==> src/rtl/jtframe_romrq_slot.sv <==
// jtframe_romrq_slot
// ROM-slot responder placed between a ROM requester (CPU or video side) and
// the SDRAM arbiter. It keeps a two-entry cache of 16-bit words. On a miss,
// it issues one read request and fills a cache entry. data_ok is registered
// from the live address every clock. As a result, it drops no later than one
// clock after the address changes.
//
// Ports
//   rst        synchronous active-high reset
//   clk        system clock
//   clr        invalidate both cache entries (ROM download/reload)
//   addr       requester address (byte address if DW=8, word address if DW=16)
//   addr_ok    requester chip select
//   sdram_addr word address presented to the arbiter
//   req        read request to the arbiter, held until req_ok
//   req_ok     arbiter accepted the request (1-cycle pulse)
//   din        SDRAM read word
//   din_ok     din valid for this slot (1-cycle pulse)
//   dout       data returned to the requester
//   data_ok    dout is valid for the current addr
module jtframe_romrq_slot #(
   parameter int AW = 18,
   parameter int DW = 8      // 8 or 16 only
) (
   input  logic          rst,
   input  logic          clk,
   input  logic          clr,
   input  logic [AW-1:0] addr,
   input  logic          addr_ok,
   output logic [AW-1:0] sdram_addr,
   output logic          req,
   input  logic          req_ok,
   input  logic [15:0]   din,
   input  logic          din_ok,
   output logic [DW-1:0] dout,
   output logic          data_ok
);

   typedef enum logic [1:0] {IDLE, REQ, WAIT, FLUSH} state_t;

   state_t          state_q, state_d;
   logic            req_q, req_d;
   logic [AW-1:0]   sdram_addr_q, sdram_addr_d;
   logic [1:0]      valid_q, valid_d;
   logic            victim_q, victim_d;
   logic            fill_we;
   logic            data_ok_q;
   logic [DW-1:0]   dout_q, dout_d;

   logic [AW-1:0]   tag_q  [2];
   logic [15:0]     word_q [2];

   logic [AW-1:0]   wa;
   logic [1:0]      match;
   logic            hit;
   logic [15:0]     sel_word;

   // Word address and byte lane selection depend on the output width.
   generate
      if (DW == 8) begin : g_byte
         assign wa     = {1'b0, addr[AW-1:1]};
         assign dout_d = addr[0] ? sel_word[15:8] : sel_word[7:0];
      end else begin : g_word
         assign wa     = addr;
         assign dout_d = sel_word;
      end
   endgenerate

   genvar gi;
   generate
      for (gi = 0; gi < 2; gi++) begin : g_match
         assign match[gi] = valid_q[gi] & (tag_q[gi] == wa);
      end
   endgenerate

   // Fills always go to the victim entry, which never holds the tag being fetched.
   // Two entries therefore never match at the same time. XOR also keeps a
   // corrupted double match from being reported as a hit.
   assign hit      = addr_ok & (match[0] ^ match[1]);
   assign sel_word = match[0] ? word_q[0] : word_q[1];

   always_comb begin
      state_d      = state_q;
      req_d        = req_q;
      sdram_addr_d = sdram_addr_q;
      valid_d      = valid_q;
      victim_d     = victim_q;
      fill_we      = 1'b0;
      if (clr) valid_d = 2'b00;
      case (state_q)
         IDLE: begin
            if (addr_ok && !hit && !clr) begin
               sdram_addr_d = wa;
               req_d        = 1'b1;
               state_d      = REQ;
            end
         end
         REQ: begin
            if (clr) begin
               req_d   = 1'b0;
               state_d = IDLE;
            end else if (req_ok) begin
               req_d   = 1'b0;
               state_d = WAIT;
            end
         end
         WAIT: begin
            // After clr, the arbiter still delivers the accepted transfer.
            // FLUSH absorbs it unless it arrives in this same cycle.
            if (clr) begin
               state_d = din_ok ? IDLE : FLUSH;
            end else if (din_ok) begin
               fill_we           = 1'b1;
               valid_d[victim_q] = 1'b1;
               victim_d          = ~victim_q;
               state_d           = IDLE;
            end
         end
         FLUSH: begin
            if (din_ok) state_d = IDLE;
         end
         default: state_d = IDLE;
      endcase
   end

   always_ff @(posedge clk) begin
      if (rst) begin
         state_q      <= IDLE;
         req_q        <= 1'b0;
         sdram_addr_q <= '0;
         valid_q      <= 2'b00;
         victim_q     <= 1'b0;
         data_ok_q    <= 1'b0;
         dout_q       <= '0;
      end else begin
         state_q      <= state_d;
         req_q        <= req_d;
         sdram_addr_q <= sdram_addr_d;
         valid_q      <= valid_d;
         victim_q     <= victim_d;
         data_ok_q    <= hit & ~clr;
         dout_q       <= dout_d;
      end
   end

   // The tag comes from the latched request address. The live address may
   // already have moved on by the time the data arrives.
   always_ff @(posedge clk) begin
      if (rst) begin
         for (int i = 0; i < 2; i++) begin
            tag_q[i]  <= '0;
            word_q[i] <= '0;
         end
      end else if (fill_we) begin
         tag_q[victim_q]  <= sdram_addr_q;
         word_q[victim_q] <= din;
      end
   end

   assign sdram_addr = sdram_addr_q;
   assign req        = req_q;
   assign dout       = dout_q;
   assign data_ok    = data_ok_q;

endmodule
==> config.mk <==
export PLATFORM = sky130hd
export DESIGN_NAME = jtframe_romrq_slot
export DESIGN_NICKNAME = d
export VERILOG_FILES = /design/src/rtl/jtframe_romrq_slot.sv
export SDC_FILE = /design/constraint.sdc
export NUM_CORES = 1
export LEC_CHECK = 0
export CAP_MARGIN = 20
export CORE_MARGIN = 5
export CORE_UTILIZATION = 60
export CTS_CLUSTER_DIAMETER = 200
export DETAILED_ROUTE_END_ITERATION = 8
export DONT_BUFFER_PORTS = 1
export GPL_ROUTABILITY_DRIVEN = 1
export GPL_TIMING_DRIVEN = 0
export PLACE_DENSITY_LB_ADDON = 0.08
export SLEW_MARGIN = 10
export SYNTH_ARGS = -nofsm -noshare
export SYNTH_HDL_FRONTEND = slang
export SYNTH_SLANG_ARGS = --single-unit
export TNS_END_PERCENT = 50
==> constraint.sdc <==
create_clock -name clk -period 3.24 [get_ports clk]
set_input_delay 0.324 -clock clk [delete_from_list [all_inputs] [get_ports clk]]
set_output_delay 0.324 -clock clk [all_outputs]
set_load 0.005 [all_outputs]
# Word level (Yosys, flattened, before mapping)
# Memory sizes are Yosys's and may differ from the RTL's.
# Index checks and enable logic that the tools add are counted.
[word_totals]
regBits = 32
n_memories = 2
ramBits = 66
wordCells = 72
output_inout_bits = 28
[op_classes]
reduce_logical = 13
bitwise = 8
eq_ne = 7
mux = 33
magnitude_cmp = 2
[mem_list]
columns = ["name", "depth", "word_bits", "read_ports", "rd_clocked_by_memory_dff", "write_ports", "line_no", "source"]
rows = [
  ["tag_q", 2, 17, 2, 0, 2, "50", "logic [AW-1:0] tag_q [2];"],
  ["word_q", 2, 16, 2, 0, 2, "51", "logic [15:0] word_q [2];"],
]
[op_table]
columns = ["cell", "count"]
rows = [
  ["equality test 18 x 17 -> 1 bit", 2],
  ["two-way mux 16 bit", 2],
  ["two-way mux 2 bit", 10],
  ["two-way mux 17 bit", 1],
  ["OR reduction 17 bit", 1],
  ["two-way mux 1 bit", 16],
  ["OR reduction 16 bit", 1],
  ["two-way mux 8 bit", 1],
  ["case mux 2 bit (4 select lines)", 1],
  ["AND reduction 3 bit", 2],
  ["bitwise AND 1 bit", 4],
  ["equality test 2 bit, second input constant", 2],
  ["AND reduction 2 bit", 2],
  ["logical AND 1 bit", 3],
  ["!= test 3 bit, second input constant", 1],
  ["equality test 2 x 1 -> 1 bit, second input constant", 1],
  ["zero test 1 bit", 2],
  ["zero test 2 bit", 1],
  ["less-than comparator 1 x 2 -> 1 bit, second input constant", 1],
  ["!= test 2 bit, second input constant", 1],
  ["NOT 1 bit", 2],
  ["OR 2 bit", 1],
  ["case mux 1 bit (2 select lines)", 1],
  ["nonzero test 2 bit", 1],
  ["other kinds (3)", 3],
]

# Longest topological paths before layout
# Gate-level depths: netlist of run 1.
# An unclocked memory read counts as a cell.
[logic_depth]
ltp_word = 10
depth_mapped = 8

# Worst setup path before layout of run 1
# Ideal clock, no wire load.
[synth_timing]
kind = "input-to-reg"
start = "input clr"
end = "memory tag_q[0][0] in the netlist's numbering, enable pin"
cell_stages = 2
arrival_ps = 2190
required_time_ps = 2810
setup_ps = 430
path_slack_ps = 619
n_path_buf = 0
path_cell_list = "nand4bb_1 -> o21bai_1"
[synth_rtl]
columns = ["element", "line_no", "source"]
rows = [
  ["from (decl)", "27", "input logic clr,"],
  ["to (decl)", "50", ""],
]

==> reports/qor.csv, run 1 <==
metric,value,unit
dr.first_iter.drc_count,122,
crit_required,3230,ps
muxShareOfSynthArea,7.95,%
hold_buffers,0,
grt_pass1_wl,13500,um
ant_nets,0,
cp_data_arrival_time,2730,ps
cts_root_buf,clkbuf_8,
fp.dieW,95.7,um
cts_tree,yes,
n_antenna_cell,0,
synth.largest_area_cell,edfxtp_1,
path_class,flip-flop to flip-flop,
fin_crit_sh,84.7,%
finalSetupViolations,0,
ys_ff_latch,98,
dieArea,0.00916,sq mm
synth_xor_area_share,7.15,%
antenna_found_initial,0,
hpwlAfterDp,6120,um
utilization,66.5,%
gp_congestion,0.768,
viasPerCell,5.57,
grt_use_total,20.7,%
ys.flop_type,edfxtp_1,
synth_top_family_by_area,simple AND/OR/NAND/NOR gates,
relSlewSlack,34.6,%
start_kind,flip-flop,
synthDistinctLibCells,39,
syn_avg_cell_area,13.1,sq um
critPathMaxFanout,33,
syn-cell-area,0.00441,sq mm
nNetsFinal,389,
syn_inst,337,
synth-edff-count,66,
hold_slack,111,ps
area_growth,8.83,%
seqCellArea,0.00262,sq mm
layout_common_cells,"and2_1 (66), edfxtp_1 (66), nand2b_1 (32), dfxtp_1 (32), xnor2_1 (29)",
synth_fa_ha_area_share,0,%
cts_buffer_depth,2,
clock_skew,10.8,ps
vdd_drop_max,0.295,mV
synthArstFlopShare,0,%
numCtsBuffers,9,
rows,31,
coreArea,0.00721,sq mm
ys_warn_count,0,
io_buffer_count,0,
rsz0062_at_grt,no,
routedWlPerCell,19.6,um
p_per_area,517,mW/mm^2
tightest_slew,978,ps
post_cts_resized,0,
yosysSeqAreaShare,59.5,%
end_kind,flip-flop,
grt_pass1_vias,2467,
drt-total-wl,8900,um
finalHoldViolations,0,
clock_latency,360,ps
maxSlewViolCount,0,
outcome,finished clean,
leakage,1.68,nW
drive_above_1_share,9.32,%
drc_errors,0,
multi_input_area,0.00171,sq mm
cts_max_level,3,
n_fill_cell,554,
cts.clk_slew.worst_paths,90,ps
post-route-min-period,2740,ps
fmax,0.365,GHz
maxCapViolations,0,
synthSimpleGateAreaFrac,21.8,%
grt_overflow_total,0,
grt_max_degree,34,
drt_pass1_iterations,4,
ys_top_cells_by_area,"edfxtp_1 (45%), dfxtp_1 (15%), and2_1 (9.4%), xnor2_1 (5.8%), nand2b_1 (4.5%)",
cts_sinks,98,
synth_top_cell_area_share,45.0,%
postCtsSetupRepairBufs,0,
die_h,95.7,um
syn_nets,377,
start_util,61.1,%
detailroute.via_count,2521,
io-pin-count,68,
hold_path_class,primary input to flip-flop,
synth-compound-area-share,1.59,%
[synthesized netlist by cell type (all sizes together) (2+ instances only)]
master,n
and2,66
edfxtp,66
dfxtp,32
nand2b,32
xnor2,29
mux2i,17
nand4,13
clkbuf,12
nor2b,9
mux4,8
nor2,7
xor2,7
nand2,4
nor3,4
buf,3
nor4b,3
or2b,3
a21o,2
a31oi,2
nand4bb,2
o21ai,2
[layout make-up]
| cell class | instances | area share [%] |
|---|---|---|
| plain buffers | 15 | 1.75 |
| clock buffers | 11 | 2.74 |
| clock inverters | 5 | 2.14 |
| multi-input cells | 224 | 35.7 |
| flip-flops and latches | 98 | 54.7 |
| well taps | 99 | 2.58 |
| repair buffers | 1 | 0.417 |
[routing by layer]
metal | global-route usage (%) | vias to the layer above | share of wire [%] | wire (um)
li1 | - | 1203 | - | -
met1 | 27.8 | 1234 | 43 | 3830
met2 | 31.0 | 73 | 47 | 4160
met3 | 7.04 | 11 | 8.4 | 749
met4 | 8.41 | 0 | 1.7 | 155
met5 | 0 | - | 0 | 0
[cells by family (layout without fill, tap and decap cells)]
kind of cell    Yosys count  count (layout)
simple gates            152             152
flops                    98              98
xor+xnor                 36              36
mux                      25              25
buf+inv                  15              32
compound gates           10              10
other cells               1               1
[state kept, by name, indices dropped and copies added (netlist names)]
name / cells
data_ok: 1
dout: 8
word_q: 32
state_q: 2
valid_q: 2
tag_q: 34
victim_q: 1
sdram_addr: 17
req: 1
[critical path: stages (launching register included)]
cell,delay [ps]
dfxtp_1,410
nand4bb_1,270
nor3b_1,870
or2_2,810
[metrics by stage]
stage | worst slack [ps] | TNS, ps | total power [mW] | instance area, sq um | cells
2_1_floorplan | 619 | 0 | 1.54 | 4410 | 337
3_3_place_gp | -428 | -14050 | 1.58 | 4530 | 436
3_5_place_dp | 501 | 0 | 1.58 | 4560 | 437
4_1_cts | 493 | 0 | 2.49 | 4800 | 453
5_1_grt | 332 | 0 | 2.57 | 4800 | 453
6_report | 497 | 0 | 2.48 | 4800 | 453
[final timing paths]
path	startpoint	end	slack [ps]	cells after the start
min reg2reg	valid_q[0]	valid_q[0]	500	1
max reg2reg	state_q[1]	tag_q[1][15]	500	3
min	addr[12]	sdram_addr[11]	110	2
max	state_q[1]	tag_q[1][15]	500	3
[power by group]
part / leakage [nW] / internal, mW / switching (mW)
sequential: 0.944 / 1.37 / 0.0269
clock: 0.114 / 0.513 / 0.415
combinational: 0.625 / 0.0699 / 0.0811
total: 1.68 / 1.96 / 0.523
Note: power is estimated with default switching activity, not from simulation.
==> run 2, diff against run 1 <==
--- a/config.mk
+++ b/config.mk
@@ -7,7 +7,7 @@
 export LEC_CHECK = 0
 export CAP_MARGIN = 20
 export CORE_MARGIN = 5
-export CORE_UTILIZATION = 60
+export CORE_UTILIZATION = 57
 export CTS_CLUSTER_DIAMETER = 200
 export DETAILED_ROUTE_END_ITERATION = 8
 export DONT_BUFFER_PORTS = 1
==> constraint.sdc (replaced) <==
create_clock -name clk -period 2.4 [get_ports clk]
set_input_delay 0.24 -clock clk [delete_from_list [all_inputs] [get_ports clk]]
set_output_delay 0.24 -clock clk [all_outputs]
set_load 0.005 [all_outputs]
==> run 2 against run 1 <==
First-iteration DRC count is 20% lower. Cell count is 0.66% higher. Fmax is 21% higher. Setup slack worse by 360 ps. Critical endpoint is now sdram_addr[8]. Critical path type unchanged. Die area is 4.7% higher. Wire length is 0.17% lower. Global-route usage is 1.1 points lower. Via count is 2.0% lower.
==> reports/qor.csv, run 2 (synthesis results as in run 1) <==
metric,value,unit
path_class,flip-flop to flip-flop,
fp.dieW,97.9,um
fin_tns_setup,0,ps
hp-start,addr_ok,
cpLargestDelayFamily,simple AND/OR/NAND/NOR gates,
nNetsFinal,389,
r2r_cells,8,
rrSetupSlack,140,ps
post_cts_resized,2,
hold_path_class,primary input to flip-flop,
start_kind,flip-flop,
gp_congestion,0.782,
finalInstanceArea,0.00477,sq mm
cts_root_buf,clkbuf_8,
grt_pass1_wl,14200,um
crit_required,2690,ps
routedWlPerCell,19.5,um
dp.cells,440,
timing.final.ws_setup,137,ps
start_util,57.6,%
grt_use_total,19.6,%
tightest_slew,751,ps
dieArea,0.00959,sq mm
end_kind,flip-flop,
cp_num_buf_inv,2,
cp_data_arrival_time,2550,ps
coreArea,0.00765,sq mm
antenna_found_initial,0,
finalSetupViolations,0,
io-pin-count,68,
drive_above_1_share,10.2,%
area_growth,8.15,%
postCtsSetupRepairBufs,0,
worstHoldPathCells,1,
drt-total-wl,8880,um
relSlewSlack,49.6,%
fmax,0.442,GHz
hold_end,data_ok,
clock_skew,9.53,ps
p_per_area,662,mW/mm^2
largest_register_ffs,34,
dp_slack,-358,ps
die_h,97.9,um
layout_common_cells,"and2_1 (66), edfxtp_1 (66), nand2b_1 (32), dfxtp_1 (32), xnor2_1 (29)",
placed_area,0.00457,sq mm
cts_buffer_depth,2,
ant_nets,0,
utilization,62.3,%
crit_chain,xnor2_1 -> nand4_1 -> or3_4 -> o211ai_1 -> and3b_1 -> buf_6 -> buf_12 -> mux2i_1,
drt_pass1_iterations,4,
clock_latency,350,ps
max_stage_delay,410,ps
maxSlewViolCount,0,
grt_pass1_vias,2546,
critPathMaxFanout,10,
maxCapViolations,0,
rows,32,
rsz0062_at_grt,no,
final_cells,456,
regMostFlops,tag_q,
cp_slowest_cell,edfxtp_1,
cts_sinks,98,
hold_slack,27.8,ps
multi_input_area,0.00172,sq mm
cts_tree,yes,
hold_buffers,0,
power,3.16,mW
outcome,finished clean,
finalHoldViolations,0,
vdd_drop_max,0.348,mV
seqCellArea,0.00262,sq mm
drc_errors,0,
r2r-end,sdram_addr[8],
dr.first_iter.drc_count,98,
regToRegStartpoint,tag_q[1][10],
cts.clk_slew.worst_paths,100,ps
fin_crit_sh,94.3,%
leakage,1.66,nW
detailroute.via_count,2471,
n_fill_cell,613,
numCtsBuffers,9,
hpwlAfterDp,6220,um
io_buffer_count,0,
grt_max_degree,34,
grt_overflow_total,0,
cts_max_level,3,
viasPerCell,5.42,
post-route-min-period,2260,ps
n_antenna_cell,0,
==> run 2: routing by layer <==
| metal | track usage, % | part of all wire (%) | up-vias | routed length (um) |
|---|---|---|---|---|
| li1 | - | - | 1196 | - |
| met1 | 26.8 | 44 | 1195 | 3920 |
| met2 | 30.4 | 47 | 73 | 4160 |
| met3 | 6.57 | 7.8 | 7 | 696 |
| met4 | 5.11 | 1.2 | 0 | 104 |
| met5 | 0 | 0 | - | 0 |
==> run 2: report_power, final <==
group | total, mW | internal [mW] | switching [mW]
Clock | 1.06 | 0.480 | 0.581
Combinational | 0.205 | 0.0949 | 0.110
Sequential | 1.89 | 1.86 | 0.0357
==> run 2: worst max path at each step <==
stage / startpoint / endpoint / slack [ps] / cells past startpoint
finish: tag_q[1][10] / sdram_addr[8] / 140 / 8
CTS: tag_q[1][10] / sdram_addr[12] / 140 / 8
global placement: state_q[0] / tag_q[1][2] / -300 / 3
global route: tag_q[1][10] / sdram_addr[15] / 4 / 8
detailed placement: state_q[0] / tag_q[1][2] / -360 / 3
floorplan: state_q[0] / tag_q[1][0] / 420 / 3
==> run 2: layout make-up <==
cell class              instances  share of cell area, %
well taps                     102                   2.68
plain buffers                  15                   1.76
clock inverters                 7                   1.44
flip-flops and latches         98                   55.0
repair buffers                  1                  0.420
clock buffers                   9                   2.60
multi-input cells             224                   36.1
==> run 3, diff against run 2 <==
==> constraint.sdc (replaced) <==
create_clock -name clk -period 2 [get_ports clk]
set_input_delay 0.2 -clock clk [delete_from_list [all_inputs] [get_ports clk]]
set_output_delay 0.2 -clock clk [all_outputs]
set_load 0.005 [all_outputs]
==> run 3 against run 2 <==
The run now ends with setup timing left. Clock skew grew 1.3 ps. Via count grew 5.0%. Total power increased by 22%. Combinational power up 48%. Die area did not move. Largest cell class unchanged. Hold slack got worse by 2.9 ps. Highest routed layer unchanged. Critical path type unchanged. Sequential power up 20%.
==> reports/qor.csv, run 3 (synthesis results as in run 1) <==
metric,value,unit
maxSlewViolCount,0,
power,3.86,mW
r2r-end,sdram_addr[8],
clock_skew,10.8,ps
wl_met1,4190,um
hp-start,clr,
cp_slowest_cell,edfxtp_1,
p_per_area,752,mW/mm^2
crit_required,2290,ps
io_buffer_count,0,
grt_use_total,20.6,%
relSlewSlack,63.5,%
drc_errors,0,
cts_buffer_depth,2,
fin_crit_sh,105,%
fp.dieW,97.9,um
hpwlAfterDp,6220,um
rows,32,
layout_common_cells,"and2_1 (66), edfxtp_1 (66), nand2b_1 (32), dfxtp_1 (32), mux2i_1 (17)",
cts_root_buf,clkbuf_8,
ant_nets,0,
n_antenna_cell,0,
gp_congestion,0.782,
dieArea,0.00959,sq mm
die_h,97.9,um
start_util,57.6,%
maxCapViolations,0,
met3_length,600,um
path_class,flip-flop to flip-flop,
regToRegStartpoint,tag_q[1][10],
dr.first_iter.drc_count,112,
detailroute.via_count,2595,
hold_end,state_q[0],
end_kind,flip-flop,
timing.final.ws_setup,-106,ps
grt_overflow_total,0,
hold_path_class,primary input to flip-flop,
placed_area,0.00457,sq mm
rrSetupSlack,-110,ps
tightest_slew,548,ps
antenna_found_initial,0,
dp_slack,-758,ps
outcome,"complete, but fails checks",
r2r_cells,8,
routedWlPerCell,19.7,um
drive_above_1_share,17.3,%
largest_register_ffs,34,
top_layer,met4,
finalSetupViolations,19,
drt-total-wl,9420,um
nNetsFinal,410,
crit_chain,xnor2_2 -> nand4_1 -> or3_4 -> o211ai_1 -> and3b_1 -> buf_6 -> buf_12 -> mux2i_1,
cp_data_arrival_time,2390,ps
viasPerCell,5.44,
cpLargestDelayFamily,simple AND/OR/NAND/NOR gates,
finalInstanceArea,0.00513,sq mm
fin_tns_setup,-1420,ps
cts.clk_slew.worst_paths,100,ps
start_kind,flip-flop,
rsz0062_at_grt,yes,
finalHoldViolations,0,
utilization,67.1,%
post-route-min-period,2110,ps
cts_tree,yes,
dr_wl_met2,4520,um
grt_pass1_wl,14800,um
area_growth,16.4,%
regMostFlops,tag_q,
drt_pass1_iterations,4,
critPathMaxFanout,10,
coreArea,0.00765,sq mm
clock_latency,360,ps
fmax,0.475,GHz
cts_max_level,3,
leakage,1.90,nW
max_stage_delay,440,ps
seqCellArea,0.00262,sq mm
worstHoldPathCells,2,
n_fill_cell,573,
numCtsBuffers,9,
violations,setup timing,
vdd_drop_max,0.416,mV
cp_num_buf_inv,2,
grt_max_degree,26,
multi_input_area,0.00188,sq mm
cts_sinks,98,
io-pin-count,68,
grt_pass1_vias,2672,
==> run 3: changes by cell type in the layout (fill, tap and decap cells not counted), sizes merged <==
cell         previous run  this run
or2                     1         2
dlygate4sd3             0        15
buf                     4         9
==> run 3: timing repair <==
action | in CTS | in global routing
gates cloned | 1 | 0
endpoints found under the setup margin | 117 | 118
setup buffers | 2 | 3
hold endpoints to repair | 14 | 1
pin swaps | 6 | 3
hold buffers | 14 | 1
gates resized for setup | 14 | 22
==> run 3: where the power goes <==
group	switching, mW	internal [mW]
Sequential	0.0470	2.23
Clock	0.702	0.577
Combinational	0.144	0.160
==> run 3: area by class of cell <==
| class | count | area share, % |
|---|---|---|
| Clock buffer | 9 | 2.41 |
| Timing Repair Buffer | 21 | 4.29 |
| Clock inverter | 7 | 1.34 |
| Multi-Input combinational cell | 225 | 36.6 |
| Sequential cell | 98 | 51.1 |
| Tap cell | 102 | 2.49 |
| Buffer | 15 | 1.78 |
==> run 3: layer usage <==
metal,up-vias,track usage [%]
li1,1240,-
met1,1274,28.2
met2,74,31.6
met3,7,6.71
met4,0,5.75
met5,-,0
==> run 3: worst max path at each step <==
stage            startpoint             end  slack, ps  cells past startpoint
2_1_floorplan    state_q[0]     tag_q[1][0]         20                      3
3_3_place_gp     state_q[0]     tag_q[1][2]       -700                      3
3_5_place_dp     state_q[0]     tag_q[1][2]       -760                      3
4_1_cts          state_q[0]    word_q[0][2]       -140                      4
5_1_grt        tag_q[1][10]  sdram_addr[15]       -210                      8
6_report       tag_q[1][10]   sdram_addr[8]       -110                      8
==> run 3: metrics by stage <==
step / std cells / hold WS, ps
floorplan: 337 / 346
global placement: 439 / 357
detailed placement: 440 / 359
CTS: 473 / 0.577
global route: 477 / 7.88
finish: 477 / 25.0
